`config.mk`:
```
export PLATFORM = sky130hd
export DESIGN_NAME = stream_muxn
export DESIGN_NICKNAME = d
export VERILOG_FILES = /design/src/rtl/stream_muxn.sv
export SDC_FILE = /design/constraint.sdc
export NUM_CORES = 1
export LEC_CHECK = 0
export CAP_MARGIN = 15
export CORE_UTILIZATION = 38
export DETAILED_ROUTE_END_ITERATION = 8
export GPL_ROUTABILITY_DRIVEN = 0
export PLACE_DENSITY = 0.88
export SYNTH_ARGS = -nofsm -noshare
export SYNTH_HDL_FRONTEND = slang
export SYNTH_SLANG_ARGS = --single-unit
```
`constraint.sdc`:
```
create_clock -name clk -period 2.17 [get_ports clk]
set_input_delay 0.434 -clock clk [delete_from_list [all_inputs] [get_ports clk]]
set_output_delay 0.434 -clock clk [all_outputs]
set_load 0.005 [all_outputs]
```
`src/rtl/stream_muxn.sv`:
```
// N-channel registered stream multiplexer with valid/ready handshake.
// Arbitration is fixed-priority (MODE 0) or round-robin (MODE 1), one beat per cycle.
module stream_muxn #(
  parameter int XLEN = 32,
  parameter int N    = 4,
  parameter int MODE = 0,
  parameter int SELW = $clog2(N)
) (
  input  logic              clk,
  input  logic              reset_n,
  input  logic [N-1:0]      in_valid,
  input  logic [N*XLEN-1:0] in_data,
  output logic [N-1:0]      in_ready,
  output logic              out_valid,
  output logic [XLEN-1:0]   out_data,
  output logic [SELW-1:0]   out_sel,
  input  logic              out_ready
);

  // Search order starts at 'start' and wraps at N-1, so index values >= N
  // are never produced even when N is not a power of two. The loop runs
  // downwards so that the closest requester to 'start' is written last and wins.
  // Result: {found, index}.
  function automatic logic [SELW:0] pick(input logic [N-1:0]    valid,
                                         input logic [SELW-1:0] start);
    logic [SELW:0] res;
    int            idx;
    res = '0;
    for (int k = N - 1; k >= 0; k--) begin
      idx = int'(start) + k;
      if (idx >= N) idx -= N;
      if (valid[idx]) res = {1'b1, SELW'(idx)};
    end
    return res;
  endfunction

  logic                out_valid_q, out_valid_d;
  logic [XLEN-1:0]     out_data_q,  out_data_d;
  logic [SELW-1:0]     out_sel_q,   out_sel_d;
  logic [SELW-1:0]     rr_ptr_q,    rr_ptr_d;

  logic                load;
  logic [SELW:0]       pick_res;
  logic                grant_any;
  logic [SELW-1:0]     grant_idx;
  logic [N-1:0]        grant;
  logic                transfer;

  // NOTE: every signal driven here gets a default at the top of the block;
  // a path that leaves one unassigned would infer a latch.
  always_comb begin
    load      = !out_valid_q || out_ready;
    pick_res  = pick(in_valid, (MODE == 1) ? rr_ptr_q : '0);
    grant_any = pick_res[SELW];
    grant_idx = pick_res[SELW-1:0];
    grant     = '0;
    if (grant_any) grant[grant_idx] = 1'b1;

    // Ready is forced low while reset is asserted so no source sees a
    // handshake on an edge whose capture reset will discard anyway.
    in_ready  = (reset_n && load) ? grant : '0;
    transfer  = reset_n && load && grant_any;

    out_valid_d = out_valid_q;
    out_data_d  = out_data_q;
    out_sel_d   = out_sel_q;
    rr_ptr_d    = rr_ptr_q;

    if (load) begin
      out_valid_d = grant_any;
      if (transfer) begin
        out_data_d = in_data[int'(grant_idx)*XLEN +: XLEN];
        out_sel_d  = grant_idx;
        if (MODE == 1) begin
          rr_ptr_d = (grant_idx == SELW'(N - 1)) ? '0 : grant_idx + SELW'(1);
        end
      end
    end
  end

  // NOTE: state registers use non-blocking assignments so every flop samples
  // pre-edge values regardless of statement order. The data register is reset
  // too, because the consumer-visible out_data must read zero after reset.
  always_ff @(posedge clk) begin
    if (!reset_n) begin
      out_valid_q <= 1'b0;
      out_data_q  <= '0;
      out_sel_q   <= '0;
      rr_ptr_q    <= '0;
    end else begin
      out_valid_q <= out_valid_d;
      out_data_q  <= out_data_d;
      out_sel_q   <= out_sel_d;
      rr_ptr_q    <= rr_ptr_d;
    end
  end

  assign out_valid = out_valid_q;
  assign out_data  = out_data_q;
  assign out_sel   = out_sel_q;

endmodule

```
==> report_table.html <==
<table>
<tr><th>Metric</th><th>Value</th></tr>
<tr><th colspan="2">Synth</th></tr>
<tr><td>Sequential cell area fraction in the yosys report</td><td>approximately 29%</td></tr>
<tr><td>Seq cells post-synth</td><td>35</td></tr>
<tr><td>Area contributors post-synth</td><td>dfxtp_1 29%, a221oi_1 11%, o22a_1 11%</td></tr>
<tr><td>Library cells used by synthesis</td><td>30</td></tr>
<tr><td>Post-synthesis cell area</td><td>approximately 2400 sq um</td></tr>
<tr><td>Net count after synthesis</td><td>about 460</td></tr>
<tr><td>Fraction of post-synthesis cell area in the top cell type by area</td><td>~30%</td></tr>
<tr><td>Syn_area_per_cell</td><td>between 7 and 8 sq um</td></tr>
<tr><td>Warning count from the yosys run</td><td>0</td></tr>
<tr><td>Gate count of the mapped netlist</td><td>320</td></tr>
<tr><td>Most area-hungry cell type in the Yosys netlist</td><td>dfxtp_1</td></tr>
<tr><th colspan="2">Clocking</th></tr>
<tr><td>Inserted Clock Buffers</td><td>5</td></tr>
<tr><td>Max Buffers Root-to-Sink</td><td>2</td></tr>
<tr><td>Level count of the clock H-tree</td><td>2</td></tr>
<tr><td>Clock Pin Slew Worst Setup and Hold Paths</td><td>around 0.07 ns</td></tr>
<tr><td>Clk_lat worst skew</td><td>about 0.27 ns</td></tr>
<tr><td>TritonCTS clock tree</td><td>built</td></tr>
<tr><td>TritonCTS Sinks</td><td>35</td></tr>
<tr><td>Number of buffers inserted by hold repair at cts</td><td>0</td></tr>
<tr><td>Buffer type at the clock tree root</td><td>clkbuf_8</td></tr>
<tr><th colspan="2">Critical path</th></tr>
<tr><td>Kind of start point of the critical path</td><td>primary input</td></tr>
<tr><td>Cells along the critical path</td><td>clkdlybuf4s50_1 -&gt; buf_6 -&gt; inv_1 -&gt; nor2_2 -&gt; clkdlybuf4s50_1</td></tr>
<tr><td>Class of the most critical setup path</td><td>primary input to output pin</td></tr>
<tr><td>Cell with the largest stage delay on the worst path</td><td>clkdlybuf4s50_1</td></tr>
<tr><td>Max FO, Critical Path</td><td>5</td></tr>
<tr><td>Reg2Reg Launch Point</td><td>out_valid</td></tr>
<tr><td>FF-to-FF End</td><td>out_sel[0]</td></tr>
<tr><td>Crit end category</td><td>output pin</td></tr>
<tr><td>Family with the most delay on the worst path</td><td>buffers and inverters</td></tr>
<tr><td>Worst path required time</td><td>about 1.7 ns</td></tr>
<tr><td>CP peak stage delay</td><td>0.50 ns</td></tr>
<tr><td>Worst EP arrival</td><td>1.69 ns</td></tr>
<tr><td>Setup slack, reg-to-reg</td><td>roughly 0.90 ns</td></tr>
<tr><td>Buf/Inv on CP</td><td>4</td></tr>
<tr><td>Number of cell instances on the worst register-to-register path</td><td>5</td></tr>
<tr><td>Crit-path most repeated cell</td><td>clkdlybuf4s50_1</td></tr>
<tr><th colspan="2">Cells and area</th></tr>
<tr><td>Total number of nets in the final design</td><td>between 600 and 700</td></tr>
<tr><td>Area growth, synth to finish</td><td>84.0%</td></tr>
<tr><td>Commonest cells after routing, fill and taps aside</td><td>170 x clkdlybuf4s50_1, 35 x dfxtp_1, 33 x nor2_1, 32 x a21oi_1</td></tr>
<tr><td>Share of final-layout standard cells stronger than drive strength 1</td><td>around 7.3%</td></tr>
<tr><td>Antenna cells</td><td>0</td></tr>
<tr><td>Most common library cell in the layout ignoring fill and taps</td><td>clkdlybuf4s50_1</td></tr>
<tr><td>Final Instance Area</td><td>between 4000 and 5000 sq um</td></tr>
<tr><th colspan="2">Global route</th></tr>
<tr><td>Global-route wire length before repair</td><td>between 10000 and 15000 um</td></tr>
<tr><td>Largest net degree at the start of global routing</td><td>37</td></tr>
<tr><td>Residual overflow from global routing</td><td>0</td></tr>
<tr><td>Number of global-route vias before repair</td><td>about 3100</td></tr>
<tr><td>Number of antenna violations at the first check in global routing</td><td>0</td></tr>
<tr><td>Total routing usage reported by global routing</td><td>27.3%</td></tr>
<tr><th colspan="2">Timing</th></tr>
<tr><td>Tightest slew margin relative to the limit</td><td>72.7%</td></tr>
<tr><td>Fmax</td><td>between 400 and 500 MHz</td></tr>
<tr><td>Number of endpoints failing setup at the final stage</td><td>0</td></tr>
<tr><td>Hold Vio Cnt, Final</td><td>0</td></tr>
<tr><td>Unrepaired setup endpoints after global routing</td><td>no</td></tr>
<tr><td>Final worst path period need</td><td>~2.1 ns</td></tr>
<tr><td>Post-route clock skew</td><td>about 0.003 ns</td></tr>
<tr><td>Worst Tran Pin Value</td><td>0.410 ns</td></tr>
<tr><td>Final cycle utilization of the critical path</td><td>between 90% and 100%</td></tr>
<tr><td>Max Transition Viols Final</td><td>0</td></tr>
<tr><td>Least setup slack across all paths after layout</td><td>0.0484 ns</td></tr>
<tr><th colspan="2">Worst hold path</th></tr>
<tr><td>Hold-critical path endpoint</td><td>out_data[2]</td></tr>
<tr><td>Worst Hold Class</td><td>flip-flop to flip-flop</td></tr>
<tr><td>Worst hold path depth</td><td>2</td></tr>
<tr><td>Startpoint of the lowest-slack hold path</td><td>out_data[2]</td></tr>
<tr><th colspan="2">Detailed routing</th></tr>
<tr><td>Vias after detailed routing</td><td>3197</td></tr>
<tr><td>Routed len/inst</td><td>between 15 and 20 um</td></tr>
<tr><td>First drt pass iteration count</td><td>4</td></tr>
<tr><td>Vias per std cell</td><td>roughly 5.7</td></tr>
<tr><td>Initial drt markers</td><td>117</td></tr>
<tr><td>Routed WL</td><td>approximately 9200 um</td></tr>
<tr><td>Final ANT Viol Nets</td><td>0</td></tr>
<tr><td>DRC viols</td><td>0</td></tr>
<tr><th colspan="2">Flow run</th></tr>
<tr><td>Max Cap Violations</td><td>0</td></tr>
<tr><th colspan="2">Floorplanning</th></tr>
<tr><td>Rows</td><td>28</td></tr>
<tr><td>DIE AREA</td><td>6590 sq um</td></tr>
<tr><td>Die W</td><td>81.2 um</td></tr>
<tr><td>Vertical die dimension</td><td>roughly 80 um</td></tr>
<tr><td>Number of placed I/O pins</td><td>approximately 170</td></tr>
<tr><td>Starting density of the core</td><td>39.7%</td></tr>
<tr><td>Placeable Area</td><td>between 5000 and 6000 sq um</td></tr>
<tr><th colspan="2">Power</th></tr>
<tr><td>Pint</td><td>around 1.5 mW</td></tr>
<tr><td>Logic gate share of total power</td><td>around two fifths</td></tr>
<tr><td>Static leakage power</td><td>1.63 nW</td></tr>
<tr><td>Total power density per cell area</td><td>~470 nW/um^2</td></tr>
<tr><td>Clock share of power</td><td>roughly a quarter</td></tr>
<tr><td>Largest voltage drop on the vdd net</td><td>roughly 0.00035 V</td></tr>
<tr><td>Net switching power of the design</td><td>approximately 550 uW</td></tr>
<tr><td>Sequential cell fraction of total power</td><td>36.5%</td></tr>
<tr><td>Net switching fraction of the power</td><td>a little over a quarter</td></tr>
<tr><th colspan="2">Placed design</th></tr>
<tr><td>Placed wire-length estimate after detailed placement</td><td>between 6000 and 7000 um</td></tr>
<tr><td>Worst setup slack before clock tree synthesis</td><td>-0.201 ns</td></tr>
<tr><td>Quantity of I/O buffers inserted on ports</td><td>173</td></tr>
<tr><td>Placement-stage cell area</td><td>4240 sq um</td></tr>
<tr><th colspan="2">Run status</th></tr>
<tr><td>Run status</td><td>completed</td></tr>
</table>
==> layer usage <==
| layer | share of wire [%] | up-vias | GRT usage [%] |
|---|---|---|---|
| met3 | 10 | 16 | 5.62 |
| li1 | - | 1538 | - |
| met2 | 51 | 158 | 53.4 |
| met4 | 1.6 | 0 | 8.04 |
| met1 | 37 | 1485 | 29.0 |
| met5 | 0 | - | 0 |
==> cell type report <==
| type | instances | area [sq um] |
|---|---|---|
| Timing Repair Buffer | 198 | 1960 |
| Fill cell | 456 | 1610 |
| Clock buffer | 8 | 100 |
| Tap cell | 75 | 93.8 |
| Sequential cell | 35 | 701 |
| Multi-Input combinational cell | 247 | 1520 |
| Inverter | 2 | 7.51 |
==> worst min-delay path, stage by stage, from the launching register on <==
cell,delay [ns]
dfxtp_1,0.31
nand3_1,0.05
o21ai_1,0.05
==> cell families (layout without fill, tap and decap cells) <==
family / after synthesis / after routing / share of synthesized area [%]
compound gates: 134 / 134 / 38.5
buf+inv: 38 / 208 / 7.41
flops: 35 / 35 / 29.4
simple gates: 113 / 113 / 24.7
==> through the flow <==
stage	hold WS [ns]	TNS (ns)	power, mW	instances	util (%)
2_1_floorplan	0.447	0	1.06	320	-
3_3_place_gp	0.443	-0.519	1.54	554	70.8
3_5_place_dp	0.448	-2.26	1.56	554	70.8
4_1_cts	0.457	0	2.07	562	72.7
5_1_grt	0.478	0	2.18	565	73.1
6_report	0.453	0	2.06	565	73.1
==> cell usage after synthesis (all sizes together) <==
| cell type | instances |
|---|---|
| a21boi | 3 |
| a21oi | 32 |
| a221oi | 31 |
| a31oi | 2 |
| and2b | 2 |
| and4b | 1 |
| buf | 20 |
| clkbuf | 16 |
| dfxtp | 35 |
| inv | 2 |
| nand2 | 6 |
| nand2b | 1 |
| nand3 | 31 |
| nand3b | 1 |
| nor2 | 34 |
| nor2b | 31 |
| nor3 | 1 |
| nor3b | 1 |
| nor4 | 2 |
| o21a | 1 |
| o21ai | 34 |
| o22a | 31 |
| or2 | 1 |
| or3 | 1 |
==> power groups by stage <==
stage	sequential [mW]	combinational [mW]	clock [mW]
finish	0.754	0.799	0.511
global placement	0.765	0.771	0
global route	0.762	0.862	0.557
floorplan	0.772	0.290	0
CTS	0.754	0.797	0.524
detailed placement	0.768	0.791	0
==> what timing repair did <==
item | CTS | global route
pin swaps | 0 | 0
endpoints found under the setup margin | 4 | 1
buffers inserted | 0 | 3
resized for setup | 7 | 1
==> registers in the layout, summed over array words and instances (netlist names) <==
signal and cells:
out_data 32, out_sel 2, out_valid 1
==> how the worst max path moves through the flow <==
stage	from	endpoint	slack (ns)	depth (start not counted)
after floorplan	in_valid[0]	in_ready[3]	0.56	4
after CTS	out_ready	in_ready[0]	0.01	5
final	in_valid[0]	in_ready[0]	0.05	5
after detailed placement	out_ready	in_ready[3]	-0.20	5
after global routing	in_valid[1]	out_data[28]	0.01	7
after global placement	out_ready	in_ready[3]	-0.16	5
Power figures use the tool's default switching activity.
